--- src/rtl/ltssm_pkg.sv ---
// Shared LTSSM definitions: state/substate codes, TS symbol constants and the
// ts_info decode used by the core FSM and the training-sequence transmitter.
package ltssm_pkg;

  localparam logic [3:0] ST_DETECT = 4'h0;
  localparam logic [3:0] ST_POLL   = 4'h1;
  localparam logic [3:0] ST_CFG    = 4'h2;

  localparam logic [3:0] SUB_POLL_ACTIVE  = 4'h0;
  localparam logic [3:0] SUB_POLL_CFG     = 4'h1;
  localparam logic [3:0] SUB_CFG_LW_START = 4'h0;
  localparam logic [3:0] SUB_CFG_LANENUM  = 4'h1;
  localparam logic [3:0] SUB_CFG_COMPLETE = 4'h2;

  localparam logic [7:0] SYM_COM    = 8'hBC;
  localparam logic [7:0] SYM_PAD    = 8'hF7;
  localparam logic [7:0] SYM_TS1_ID = 8'h4A;
  localparam logic [7:0] SYM_TS2_ID = 8'h45;

  typedef enum logic [1:0] {
    TS_IDLE     = 2'd0,
    TS_KIND_TS1 = 2'd1,
    TS_KIND_TS2 = 2'd2
  } ts_kind_e;

  typedef enum logic {
    ST_IDLE = 1'b0,
    ST_SEND = 1'b1
  } tx_state_e;

  typedef struct packed {
    ts_kind_e kind;
    logic     link_pad;
    logic     lane_pad;
  } ts_dec_t;

  function automatic ts_dec_t decode_ts_info(input logic [7:0] info);
    ts_dec_t d;
    d.kind     = TS_IDLE;
    d.link_pad = 1'b1;
    d.lane_pad = 1'b1;
    case (info[7:4])
      ST_DETECT: d.kind = TS_IDLE;
      ST_POLL: begin
        case (info[3:0])
          SUB_POLL_ACTIVE: d.kind = TS_KIND_TS1;
          SUB_POLL_CFG:    d.kind = TS_KIND_TS2;
          default:         d.kind = TS_IDLE;
        endcase
      end
      ST_CFG: begin
        case (info[3:0])
          SUB_CFG_LW_START: begin
            d.kind     = TS_KIND_TS1;
            d.link_pad = 1'b0;
          end
          SUB_CFG_LANENUM: begin
            d.kind     = TS_KIND_TS1;
            d.link_pad = 1'b0;
            d.lane_pad = 1'b0;
          end
          SUB_CFG_COMPLETE: begin
            d.kind     = TS_KIND_TS2;
            d.link_pad = 1'b0;
            d.lane_pad = 1'b0;
          end
          default: d.kind = TS_IDLE;
        endcase
      end
      default: d.kind = TS_IDLE;
    endcase
    return d;
  endfunction

  function automatic logic is_idle_req(input logic [7:0] info);
    ts_dec_t d;
    d = decode_ts_info(info);
    return d.kind == TS_IDLE;
  endfunction

endpackage

--- src/rtl/ts_tx_gen_if.sv ---
// Request/PHY-symbol bundle between the LTSSM core and the TS transmitter.
interface ts_tx_gen_if #(
  parameter int LANE_NUM = 4,
  parameter int CNT_W    = 11
);
  logic                    ts_start;
  logic [7:0]              ts_info;
  logic [5:0]              speed;
  logic [7:0]              link_num;
  logic [8*LANE_NUM-1:0]   tx_data;
  logic [LANE_NUM-1:0]     tx_k;
  logic                    tx_elec_idle;
  logic                    ts_done;
  logic [CNT_W-1:0]        ts_cnt;
  logic                    busy;

  modport master (
    output ts_start, ts_info, speed, link_num,
    input  tx_data, tx_k, tx_elec_idle, ts_done, ts_cnt, busy
  );

  modport slave (
    input  ts_start, ts_info, speed, link_num,
    output tx_data, tx_k, tx_elec_idle, ts_done, ts_cnt, busy
  );
endinterface

--- src/rtl/ts_sym_sel.sv ---
// Per-lane symbol mux: picks {k, data} for symbol index s of the active TS.
module ts_sym_sel
  import ltssm_pkg::*;
#(
  parameter logic [7:0] N_FTS = 8'd16
) (
  input  logic [3:0] sym_idx,
  input  ts_kind_e   kind,
  input  logic [8:0] link_fld,
  input  logic [8:0] lane_fld,
  input  logic [5:0] speed,
  output logic [8:0] sym
);

  always_comb begin
    sym = {1'b0, (kind == TS_KIND_TS2) ? SYM_TS2_ID : SYM_TS1_ID};
    case (sym_idx)
      4'd0:    sym = {1'b1, SYM_COM};
      4'd1:    sym = link_fld;
      4'd2:    sym = lane_fld;
      4'd3:    sym = {1'b0, N_FTS};
      4'd4:    sym = {3'b000, speed};
      4'd5:    sym = 9'h000;
      default: ;
    endcase
  end

endmodule

--- src/rtl/ts_tx_gen.sv ---
// TS1/TS2 ordered-set transmitter: repeats the requested TS per lane, swaps
// requests only on TS boundaries, and counts completed TSs.
//
// state   | meaning
// IDLE    | electrical idle, outputs zero, waiting for a non-idle request
// SEND    | driving symbol sym_idx of the active TS on every lane
module ts_tx_gen
  import ltssm_pkg::*;
#(
  parameter int         LANE_NUM = 4,
  parameter logic [7:0] N_FTS    = 8'd16,
  parameter int         CNT_W    = 11
) (
  input logic        clk,
  input logic        rst_n,
  ts_tx_gen_if.slave bus
);

  tx_state_e  state, state_nxt;
  logic [3:0] sym_idx, sym_idx_nxt;
  logic [7:0] act_info, act_info_nxt;
  logic [7:0] act_link, act_link_nxt;
  logic [5:0] act_speed, act_speed_nxt;
  logic       pend_vld, pend_vld_nxt;
  logic [7:0] pend_info, pend_info_nxt;
  logic [7:0] pend_link, pend_link_nxt;
  logic [5:0] pend_speed, pend_speed_nxt;
  logic       cnt_clr;

  ts_dec_t               dec_nxt;
  logic [8:0]            link_fld;
  logic [8*LANE_NUM-1:0] data_sel;
  logic [LANE_NUM-1:0]   k_sel;

  logic [8*LANE_NUM-1:0] tx_data_q;
  logic [LANE_NUM-1:0]   tx_k_q;
  logic                  eidle_q, done_q, busy_q;
  logic [CNT_W-1:0]      cnt_q;

  always_ff @(posedge clk or negedge rst_n) begin
    if (!rst_n) begin
      state      <= ST_IDLE;
      sym_idx    <= 4'd0;
      act_info   <= 8'h00;
      act_link   <= 8'h00;
      act_speed  <= 6'h00;
      pend_vld   <= 1'b0;
      pend_info  <= 8'h00;
      pend_link  <= 8'h00;
      pend_speed <= 6'h00;
    end else begin
      state      <= state_nxt;
      sym_idx    <= sym_idx_nxt;
      act_info   <= act_info_nxt;
      act_link   <= act_link_nxt;
      act_speed  <= act_speed_nxt;
      pend_vld   <= pend_vld_nxt;
      pend_info  <= pend_info_nxt;
      pend_link  <= pend_link_nxt;
      pend_speed <= pend_speed_nxt;
    end
  end

  always_comb begin
    state_nxt      = state;
    sym_idx_nxt    = sym_idx;
    act_info_nxt   = act_info;
    act_link_nxt   = act_link;
    act_speed_nxt  = act_speed;
    pend_vld_nxt   = pend_vld;
    pend_info_nxt  = pend_info;
    pend_link_nxt  = pend_link;
    pend_speed_nxt = pend_speed;
    cnt_clr        = 1'b0;
    case (state)
      ST_IDLE: begin
        if (bus.ts_start) begin
          cnt_clr      = 1'b1;
          pend_vld_nxt = 1'b0;
          if (!is_idle_req(bus.ts_info)) begin
            state_nxt     = ST_SEND;
            sym_idx_nxt   = 4'd0;
            act_info_nxt  = bus.ts_info;
            act_link_nxt  = bus.link_num;
            act_speed_nxt = bus.speed;
          end
        end
      end
      ST_SEND: begin
        if (sym_idx == 4'd15) begin
          // A request arriving on s15 itself is newer than anything pending.
          sym_idx_nxt  = 4'd0;
          pend_vld_nxt = 1'b0;
          if (bus.ts_start) begin
            cnt_clr       = 1'b1;
            act_info_nxt  = bus.ts_info;
            act_link_nxt  = bus.link_num;
            act_speed_nxt = bus.speed;
          end else if (pend_vld) begin
            cnt_clr       = 1'b1;
            act_info_nxt  = pend_info;
            act_link_nxt  = pend_link;
            act_speed_nxt = pend_speed;
          end
          if (is_idle_req(act_info_nxt)) state_nxt = ST_IDLE;
        end else begin
          sym_idx_nxt = sym_idx + 4'd1;
          if (bus.ts_start) begin
            pend_vld_nxt   = 1'b1;
            pend_info_nxt  = bus.ts_info;
            pend_link_nxt  = bus.link_num;
            pend_speed_nxt = bus.speed;
          end
        end
      end
      default: state_nxt = ST_IDLE;
    endcase
  end

  assign dec_nxt  = decode_ts_info(act_info_nxt);
  assign link_fld = dec_nxt.link_pad ? {1'b1, SYM_PAD} : {1'b0, act_link_nxt};

  for (genvar i = 0; i < LANE_NUM; i++) begin : g_lane
    logic [8:0] lane_fld;
    logic [8:0] lane_sym;
    assign lane_fld = dec_nxt.lane_pad ? {1'b1, SYM_PAD} : {1'b0, 8'(i)};
    ts_sym_sel #(.N_FTS(N_FTS)) u_sym_sel (
      .sym_idx  (sym_idx_nxt),
      .kind     (dec_nxt.kind),
      .link_fld (link_fld),
      .lane_fld (lane_fld),
      .speed    (act_speed_nxt),
      .sym      (lane_sym)
    );
    assign k_sel[i]          = lane_sym[8];
    assign data_sel[8*i +: 8] = lane_sym[7:0];
  end

  always_ff @(posedge clk or negedge rst_n) begin
    if (!rst_n) begin
      tx_data_q <= '0;
      tx_k_q    <= '0;
      eidle_q   <= 1'b1;
      done_q    <= 1'b0;
      busy_q    <= 1'b0;
      cnt_q     <= '0;
    end else begin
      tx_data_q <= (state_nxt == ST_SEND) ? data_sel : '0;
      tx_k_q    <= (state_nxt == ST_SEND) ? k_sel : '0;
      eidle_q   <= (state_nxt != ST_SEND);
      busy_q    <= (state_nxt == ST_SEND);
      done_q    <= (state_nxt == ST_SEND) && (sym_idx_nxt == 4'd15);
      // The TS finishing in the same cycle a new request lands is not counted.
      if (cnt_clr)
        cnt_q <= '0;
      else if (done_q && (cnt_q != {CNT_W{1'b1}}))
        cnt_q <= cnt_q + CNT_W'(1);
    end
  end

  assign bus.tx_data      = tx_data_q;
  assign bus.tx_k         = tx_k_q;
  assign bus.tx_elec_idle = eidle_q;
  assign bus.ts_done      = done_q;
  assign bus.ts_cnt       = cnt_q;
  assign bus.busy         = busy_q;

endmodule

--- src/flat_wrapper.sv ---
// flat-port wrapper written by rule: the top's interface ports become plain ports
module ts_tx_gen_flat import ltssm_pkg::*;
#(
  parameter int         LANE_NUM = 4,
  parameter logic [7:0] N_FTS    = 8'd16,
  parameter int         CNT_W    = 11
)
  (clk, rst_n, bus_ts_start, bus_ts_info, bus_speed, bus_link_num, bus_tx_data, bus_tx_k, bus_tx_elec_idle, bus_ts_done, bus_ts_cnt, bus_busy);
  ts_tx_gen_if #(.LANE_NUM(LANE_NUM), .CNT_W(CNT_W)) bus_i ();
  input logic clk;
  input logic rst_n;
  input wire logic [$bits(bus_i.ts_start)-1:0] bus_ts_start;
  input wire logic [$bits(bus_i.ts_info)-1:0] bus_ts_info;
  input wire logic [$bits(bus_i.speed)-1:0] bus_speed;
  input wire logic [$bits(bus_i.link_num)-1:0] bus_link_num;
  output wire logic [$bits(bus_i.tx_data)-1:0] bus_tx_data;
  output wire logic [$bits(bus_i.tx_k)-1:0] bus_tx_k;
  output wire logic [$bits(bus_i.tx_elec_idle)-1:0] bus_tx_elec_idle;
  output wire logic [$bits(bus_i.ts_done)-1:0] bus_ts_done;
  output wire logic [$bits(bus_i.ts_cnt)-1:0] bus_ts_cnt;
  output wire logic [$bits(bus_i.busy)-1:0] bus_busy;
  assign bus_i.ts_start = bus_ts_start;
  assign bus_i.ts_info = bus_ts_info;
  assign bus_i.speed = bus_speed;
  assign bus_i.link_num = bus_link_num;
  assign bus_tx_data = bus_i.tx_data;
  assign bus_tx_k = bus_i.tx_k;
  assign bus_tx_elec_idle = bus_i.tx_elec_idle;
  assign bus_ts_done = bus_i.ts_done;
  assign bus_ts_cnt = bus_i.ts_cnt;
  assign bus_busy = bus_i.busy;
  ts_tx_gen #(.LANE_NUM(LANE_NUM), .N_FTS(N_FTS), .CNT_W(CNT_W)) u_core (.clk(clk), .rst_n(rst_n), .bus(bus_i));
endmodule
--- config.mk ---
export PLATFORM = sky130hd
export DESIGN_NAME = ts_tx_gen_flat
export DESIGN_NICKNAME = d
export VERILOG_FILES = /design/src/rtl/ltssm_pkg.sv /design/src/rtl/ts_tx_gen_if.sv /design/src/rtl/ts_sym_sel.sv /design/src/rtl/ts_tx_gen.sv /design/src/flat_wrapper.sv
export SDC_FILE = /design/constraint.sdc
export NUM_CORES = 1
export LEC_CHECK = 0
export ABC_CLOCK_PERIOD_IN_PS = 4900
export CORE_ASPECT_RATIO = 1.1
export CORE_MARGIN = 2
export CORE_UTILIZATION = 55
export CTS_BUF_LIST = sky130_fd_sc_hd__clkbuf_8 sky130_fd_sc_hd__clkbuf_16
export DETAILED_ROUTE_END_ITERATION = 16
export MAX_ROUTING_LAYER = met4
export PLACE_DENSITY = 0.82
export SLEW_MARGIN = 25
export SYNTH_ARGS = -nofsm -noshare
export SYNTH_HDL_FRONTEND = slang
export SYNTH_HIERARCHICAL = 1
export SYNTH_SLANG_ARGS = --single-unit
export TNS_END_PERCENT = 100
--- constraint.sdc ---
create_clock -name clk -period 4.9 [get_ports clk]
set_input_delay 0.735 -clock clk [delete_from_list [all_inputs] [get_ports clk]]
set_output_delay 0.735 -clock clk [all_outputs]
set_load 0.02 [all_outputs]
==> results of run 1 <==
[synthesized netlist by cell type, types with 9 or more instances]
library cell   n  area (sq um)
a22o_1        15           131
a21oi_1       38           190
a21oi_2       20           175
a22oi_1       16           120
clkbuf_1      13          48.8
nand2b_1      13          81.3
mux2_2        26           293
nor2_1        32           120
nor2b_1       13          81.3
dfrtp_1       98          2450
nand2_1       67           251
nor3_1        17          85.1
a32o_1         9          90.1
mux2i_1       14           140
o21ai_0       15          75.1
a221o_1       16           160
inv_1         34           128
[power by group]
part | internal [W] | switching [W] | leakage (nW)
sequential | 0.00110 | 0.000171 | 1.26
clock | 0.000477 | 0.000312 | 0.166
combinational | 0.000908 | 0.00109 | 1.55
total | 0.00249 | 0.00157 | 2.98
[final timing paths]
check	slack [ns]	to	depth (start not counted)	from
min reg2reg	0.51	u_core/pend_speed[1]	1	u_core/pend_speed[1]
min in group clk	0.51	u_core/pend_speed[1]	1	u_core/pend_speed[1]
max in group asynchronous	3.42	u_core/pend_vld	2	rst_n
max reg2reg	1.58	u_core/bus.tx_data[10]	9	u_core/sym_idx[0]
max	1.25	u_core/bus.tx_data[10]	10	bus_ts_info[7]
min	0.45	u_core/pend_info[2]	1	rst_n
[sequential cells by signal, summed over array words and instances (netlist names)]
register / count
u_core/bus.tx_data: 32
u_core/bus.ts_cnt: 11
u_core/act_info: 8
u_core/act_link: 8
u_core/pend_info: 8
u_core/pend_link: 8
u_core/act_speed: 6
u_core/pend_speed: 6
u_core/bus.tx_k: 4
u_core/sym_idx: 4
u_core/bus.busy: 1
u_core/bus.ts_done: 1
u_core/bus.tx_elec_idle: 1
u_core/pend_vld: 1
[cell usage in the layout (no fill, tap or decap), types with 9 or more instances in the layout]
cell             netlist  final
a21oi_1               38     38
nor2_1                32     32
o21ai_0               15     11
nor3_1                17     17
nand2b_1              13     13
a22o_1                15     15
clkbuf_16              0      9
nor2b_1               13     13
a21oi_2               20     20
a32o_1                 9      9
mux2i_1               14     14
buf_4                  0     12
a22oi_1               16     16
a221o_1               16     16
dfrtp_1               98     97
mux2_2                26     26
inv_1                 34     34
nand2_1               67     67
clkdlybuf4s50_1        0     73
[worst max-delay path, stage by stage]
cell and delay [ns]:
clkdlybuf4s50_1 0.51, nor4b_4 0.44, o211a_1 0.43, nor2_2 0.16, a221o_1 0.40, or3_1 0.50
or2b_1 0.26, a221o_1 0.32, nand2_1 0.06, a21oi_1 0.05
[final cells by class]
| class | instances | area (sq um) |
|---|---|---|
| Sequential cell | 99 | 2480 |
| Inverter | 34 | 128 |
| Tap cell | 123 | 154 |
| Fill cell | 837 | 3310 |
| Clock inverter | 5 | 82.6 |
| Clock buffer | 11 | 253 |
| Multi-Input combinational cell | 441 | 3020 |
| Timing Repair Buffer | 85 | 821 |
[metal layers]
layer  global-route usage (%)  wire length (um)  up-vias  part of all wire [%]
met3                     5.55              1020       40                   6.8
met5                        -                 0        -                     0
li1                         -                 -     2335                     -
met1                     37.7              6370     2485                    42
met2                     43.8              7280      232                    48
met4                     13.2               436        0                   2.9
[through the flow]
step / power [W] / util, % / worst slack [ns]
2_1_floorplan: 0.00262 / - / 0.779
3_3_place_gp: 0.00320 / 64.4 / 0.985
3_5_place_dp: 0.00325 / 64.4 / 0.885
4_1_cts: 0.00406 / 67.6 / 1.29
5_1_grt: 0.00433 / 67.7 / 1.04
6_report: 0.00406 / 67.7 / 1.25
[cell families (layout without fill, tap and decap cells)]
group	after synthesis	count (layout)	synth area share, %
flip-flops	99	99	43.3
AND/OR/NAND/NOR	199	199	18.1
other	2	8	0.131
AO/OA/AOI/OAI	180	180	23.7
adder cells (fa/ha/maj)	2	2	0.437
multiplexers	44	44	8.52
XOR/XNOR	8	8	1.22
buffers and inverters	60	135	4.61
==> results.txt, run 1 <==
Max Cap Viol: 0
diode count: 0
All-Layer GR Usage: 28.9%
Bufs on Longest Clock Path: 2
final setup fails: 0
crit path max fanout: 10
number of nets in the layout: 697
dpl hpwl: 10.2 mm
fin. max-slew vios: 0
Row Count: 39
CTS tree: done
worst skew pair latency: 0.35 ns
RSZ-0062 raised after global routing: no
grt ovf: 0
dpl cells: 782
crit share post-route: 74.4%
initial antenna violation count: 0
clk slew on worst S/H paths: 0.07 ns
Starting Density: 55.9%
worst path arrival time: 3.86 ns
syn avg cell area: 9.65 sq um
non-filler cells, final: 798
die area: 11,300 sq um
Netlist Area Pre-Place: 5730 sq um
Die Y: 111 um
WL/cell: 18.9 um
First-pass DRT Iterations: 7
CTS sink count: 99
drt via density: 6.38
Num CTS Buffers: 9
RD Place Congestion: 0.916
sequential area share after synthesis: 43.3%
Layout area overhead: 21.0%
vias in the first global route: 4,917
CTS HTree Levels: 3
Req. time, crit path: 5.11 ns
Mapped Cells: 594
Post-Route WL: 15.1 mm
Post-synth top flop: dfrtp_1
Setup Buffers After CTS: 0
YS warnings: 6
fin crit period: 3.65 ns
f_max: 274 MHz
IO buf count: 74
slew margin rel.: 44.1%
Pwr per Cell Area: 585 nW/um^2
Vias: 5,092
Ports: 75
clock skew: 0.0103 ns
clock root buffer: clkbuf_16
first-pass GRT wire length: 24.7 mm
hold slack: 0.453 ns
Post-CTS Resized: 0
ys async rst share: 100%
number of DRC markers in iteration 0: 476
Worst Max-Slew Pin Slew: 0.839 ns
drt drc: 0
Unique masters post-synth: 64
final design area excluding fillers: 6930 sq um
CTS Hold Bufs: 0
crit path kind: in -> reg
CP endpoint kind: flip-flop
VDD IR-drop max: 311 uV
antenna viol nets, final: 0
critical path launch point type: primary input
Setup TNS: 0 ns
FF+latch count, synth: 99
Hold Fails Final Rpt: 0
status: finished clean
EDFF count, synth: 0
Leak Pwr: 2.98 nW
core area: 10,200 sq um
largest net degree at the start of global routing: 61
worst hold path class: in -> async
share of cells above drive strength 1: 13.2%
Die W: 101 um
dpl cell area: 6600 sq um
Power figures use the tool's default switching activity.
==> inputs of run 2 (changes only) <==
- ABC_CLOCK_PERIOD_IN_PS: 4900 -> 3400
- clock period: 4.9 -> 3.4 ns (I/O delays scaled with it)
==> run 2 against run 1 <==
  * Die area unchanged
  * Design area increased by 4.9%
  * Sequential power increased by 43%
  * Largest cell class unchanged
  * Wire length increased by 2.0%
  * Clock-buffer cell count increased by 1
  * Critical endpoint is now u_core/bus.tx_data[18]
  * Power increased by 46%
  * Register-to-register slack got worse by 1.3 ns
  * Utilization increased by 3.3 points
  * Worst hold slack got worse by 0.26 ns
  * Combinational power increased by 53%
==> results.txt, run 2 (synthesis results as in run 1) <==
M1 WL: 6.75 mm (was 6.37 mm)
crit path max fanout: 8 (was 10)
dpl hpwl: 10.6 mm (was 10.2 mm)
Internal: 0.00363 W (was 0.00249 W)
Layout area overhead: 26.9% (was 21.0%)
grt ovf: 0 (unchanged)
NetSw: 0.00230 W (was 0.00157 W)
WL/cell: 18.4 um (was 18.9 um)
fin crit period: 3.20 ns
crit share post-route: 94.0%
All-Layer GR Usage: 29.4% (was 28.9%)
Bufs on Longest Clock Path: 2 (unchanged)
largest net degree at the start of global routing: 100 (was 61)
clock skew: 0.0119 ns (was 0.0103 ns)
Setup Buffers After CTS: 0 (unchanged)
fin. max-slew vios: 0 (unchanged)
First-pass DRT Iterations: 5 (was 7)
Pwr per Cell Area: 816 nW/um^2 (was 585 nW/um^2)
commonest non-fill, non-tap cells in the layout: dfrtp_1, clkdlybuf4s50_1, nand2_1, buf_4, a21oi_1 (was dfrtp_1, clkdlybuf4s50_1, nand2_1, a21oi_1, inv_1)
worst skew pair latency: 0.34 ns (was 0.35 ns)
diode count: 0 (unchanged)
drt via density: 6.18 (was 6.38)
wire length on met2: 7.38 mm (was 7.28 mm)
number of nets in the layout: 736 (was 697)
Max Cap Viol: 0 (unchanged)
slew margin rel.: 45.5% (was 44.1%)
status: finished clean (unchanged)
clk slew on worst S/H paths: 0.07 ns (about the same)
final setup fails: 0 (unchanged)
commonest non-fill, non-tap cell in the layout: dfrtp_1 (unchanged)
hold slack: 0.193 ns (was 0.453 ns)
worst path arrival time: 3.40 ns (was 3.86 ns)
Top Layer Used: met4 (unchanged)
antenna viol nets, final: 0 (unchanged)
RSZ-0062 raised after global routing: no (unchanged)
met3 wire length: 784 um (was 1.02 mm)
vias in the first global route: 5,192 (was 4,917)
overall power: 0.00593 W (was 0.00406 W)
initial antenna violation count: 0 (unchanged)
Starting Density: 55.9% (unchanged)
VDD IR-drop max: 420 uV (was 311 uV)
RD Place Congestion: 0.971 (was 0.916)
Vias: 5,170 (was 5,092)
Worst Max-Slew Pin Slew: 0.817 ns (was 0.839 ns)
Gate power share: 51.7% (was 49.2%)
Setup TNS: 0 ns (unchanged)
Hold Fails Final Rpt: 0 (unchanged)
critical path launch point type: primary input (unchanged)
first-pass GRT wire length: 25.6 mm (was 24.7 mm)
CTS sink count: 99 (unchanged)
number of DRC markers in iteration 0: 551 (was 476)
drt drc: 0 (unchanged)
crit path kind: in -> reg (unchanged)
f_max: 313 MHz
clock root buffer: clkbuf_16 (unchanged)
Num CTS Buffers: 9 (unchanged)
Ports: 75 (unchanged)
CTS HTree Levels: 3 (unchanged)
Die Y: 111 um (unchanged)
Clk pwr share: 17.8% (was 19.4%)
CTS Hold Bufs: 0 (unchanged)
Row Count: 39 (unchanged)
CP endpoint kind: flip-flop (unchanged)
worst hold path class: in -> async (unchanged)
core area: 10,200 sq um (unchanged)
die area: 11,300 sq um (unchanged)
share of power burned in registers: 30.5% (was 31.4%)
max FFs per register: 32 (unchanged)
Switching Fraction: 38.7% (about the same)
Req. time, crit path: 3.60 ns (was 5.11 ns)
IO buf count: 74 (unchanged)
Die W: 101 um (unchanged)
share of cells above drive strength 1: 17.8% (was 13.2%)
Post-Route WL: 15.4 mm (was 15.1 mm)
Leak Pwr: 3.18 nW (was 2.98 nW)
CTS tree: done (unchanged)
[run 2: cell count changes in the layout (fill, tap and decap cells not counted)]
cell / delta
buf_4: +34
o211a_2: +1
o311ai_1: -1
a21o_1: +1
bufinv_16: -1
a21o_2: -1
inv_1: +1
buf_12: +5
clkinv_4: -1
clkbuf_8: +1
dfrtp_2: -1
o311ai_2: +1
dfrtp_1: +1
o211a_1: -1
[run 2: routing by layer]
layer | track usage (%) | vias up
li1 | - | 2407
met1 | 38.1 | 2505
met3 | 3.78 | 42
met5 | - | -
met4 | 12.7 | 0
met2 | 46.3 | 216
[run 2: critical path: stages]
cell and delay (ns):
clkdlybuf4s50_1 0.47, nor4b_4 0.35, o211a_2 0.37, o211ai_1 0.27, and2_1 0.27, or3_1 0.46
or2b_1 0.27, a221o_1 0.33, nand2_1 0.07, a21oi_2 0.04
[run 2: final timing paths]
kind	from	end	slack, ns	depth (start not counted)
min	rst_n	u_core/pend_info[2]	0.19	2
max	bus_ts_info[7]	u_core/bus.tx_data[18]	0.20	10
min reg2reg	u_core/pend_link[5]	u_core/pend_link[5]	0.51	1
max reg2reg	u_core/pend_vld	u_core/bus.tx_data[18]	0.31	9
min in group clk	u_core/pend_link[5]	u_core/pend_link[5]	0.51	1
max in group asynchronous	rst_n	u_core/bus.tx_elec_idle	2.78	2
[run 2: final cells by class]
| cell class | instances | area (sq um) |
|---|---|---|
| well taps | 123 | 154 |
| repair buffers | 124 | 1180 |
| inverters | 34 | 128 |
| clock buffers | 12 | 267 |
| multi-input cells | 441 | 3020 |
| fillers | 775 | 2980 |
| clock inverters | 4 | 47.5 |
| flip-flops and latches | 99 | 2480 |
[run 2: power by group through the flow]
stage | Clock (W) | Sequential, W | Combinational [W]
6_report | 0.00106 | 0.00181 | 0.00307
5_1_grt | 0.00113 | 0.00186 | 0.00331
4_1_cts | 0.00107 | 0.00181 | 0.00303
3_5_place_dp | 0 | 0.00182 | 0.00301
3_3_place_gp | 0 | 0.00180 | 0.00295
2_1_floorplan | 0 | 0.00202 | 0.00176
[run 2: through the flow]
| step | cells | util (%) | area, sq um | worst slack (ns) |
|---|---|---|---|---|
| finish | 837 | 71.0 | 7270 | 0.204 |
| global route | 837 | 71.0 | 7270 | 0.0571 |
| CTS | 837 | 70.9 | 7260 | 0.203 |
| detailed placement | 821 | 67.8 | 6950 | -0.128 |
| global placement | 821 | 67.8 | 6950 | -0.0763 |
| floorplan | 600 | - | 5750 | 0.00174 |
[run 2: timing repair]
item                                   in CTS  in global routing
endpoints found under the hold margin       0                  0
setup endpoints to repair                   0                  6
gates resized for setup                     0                  2
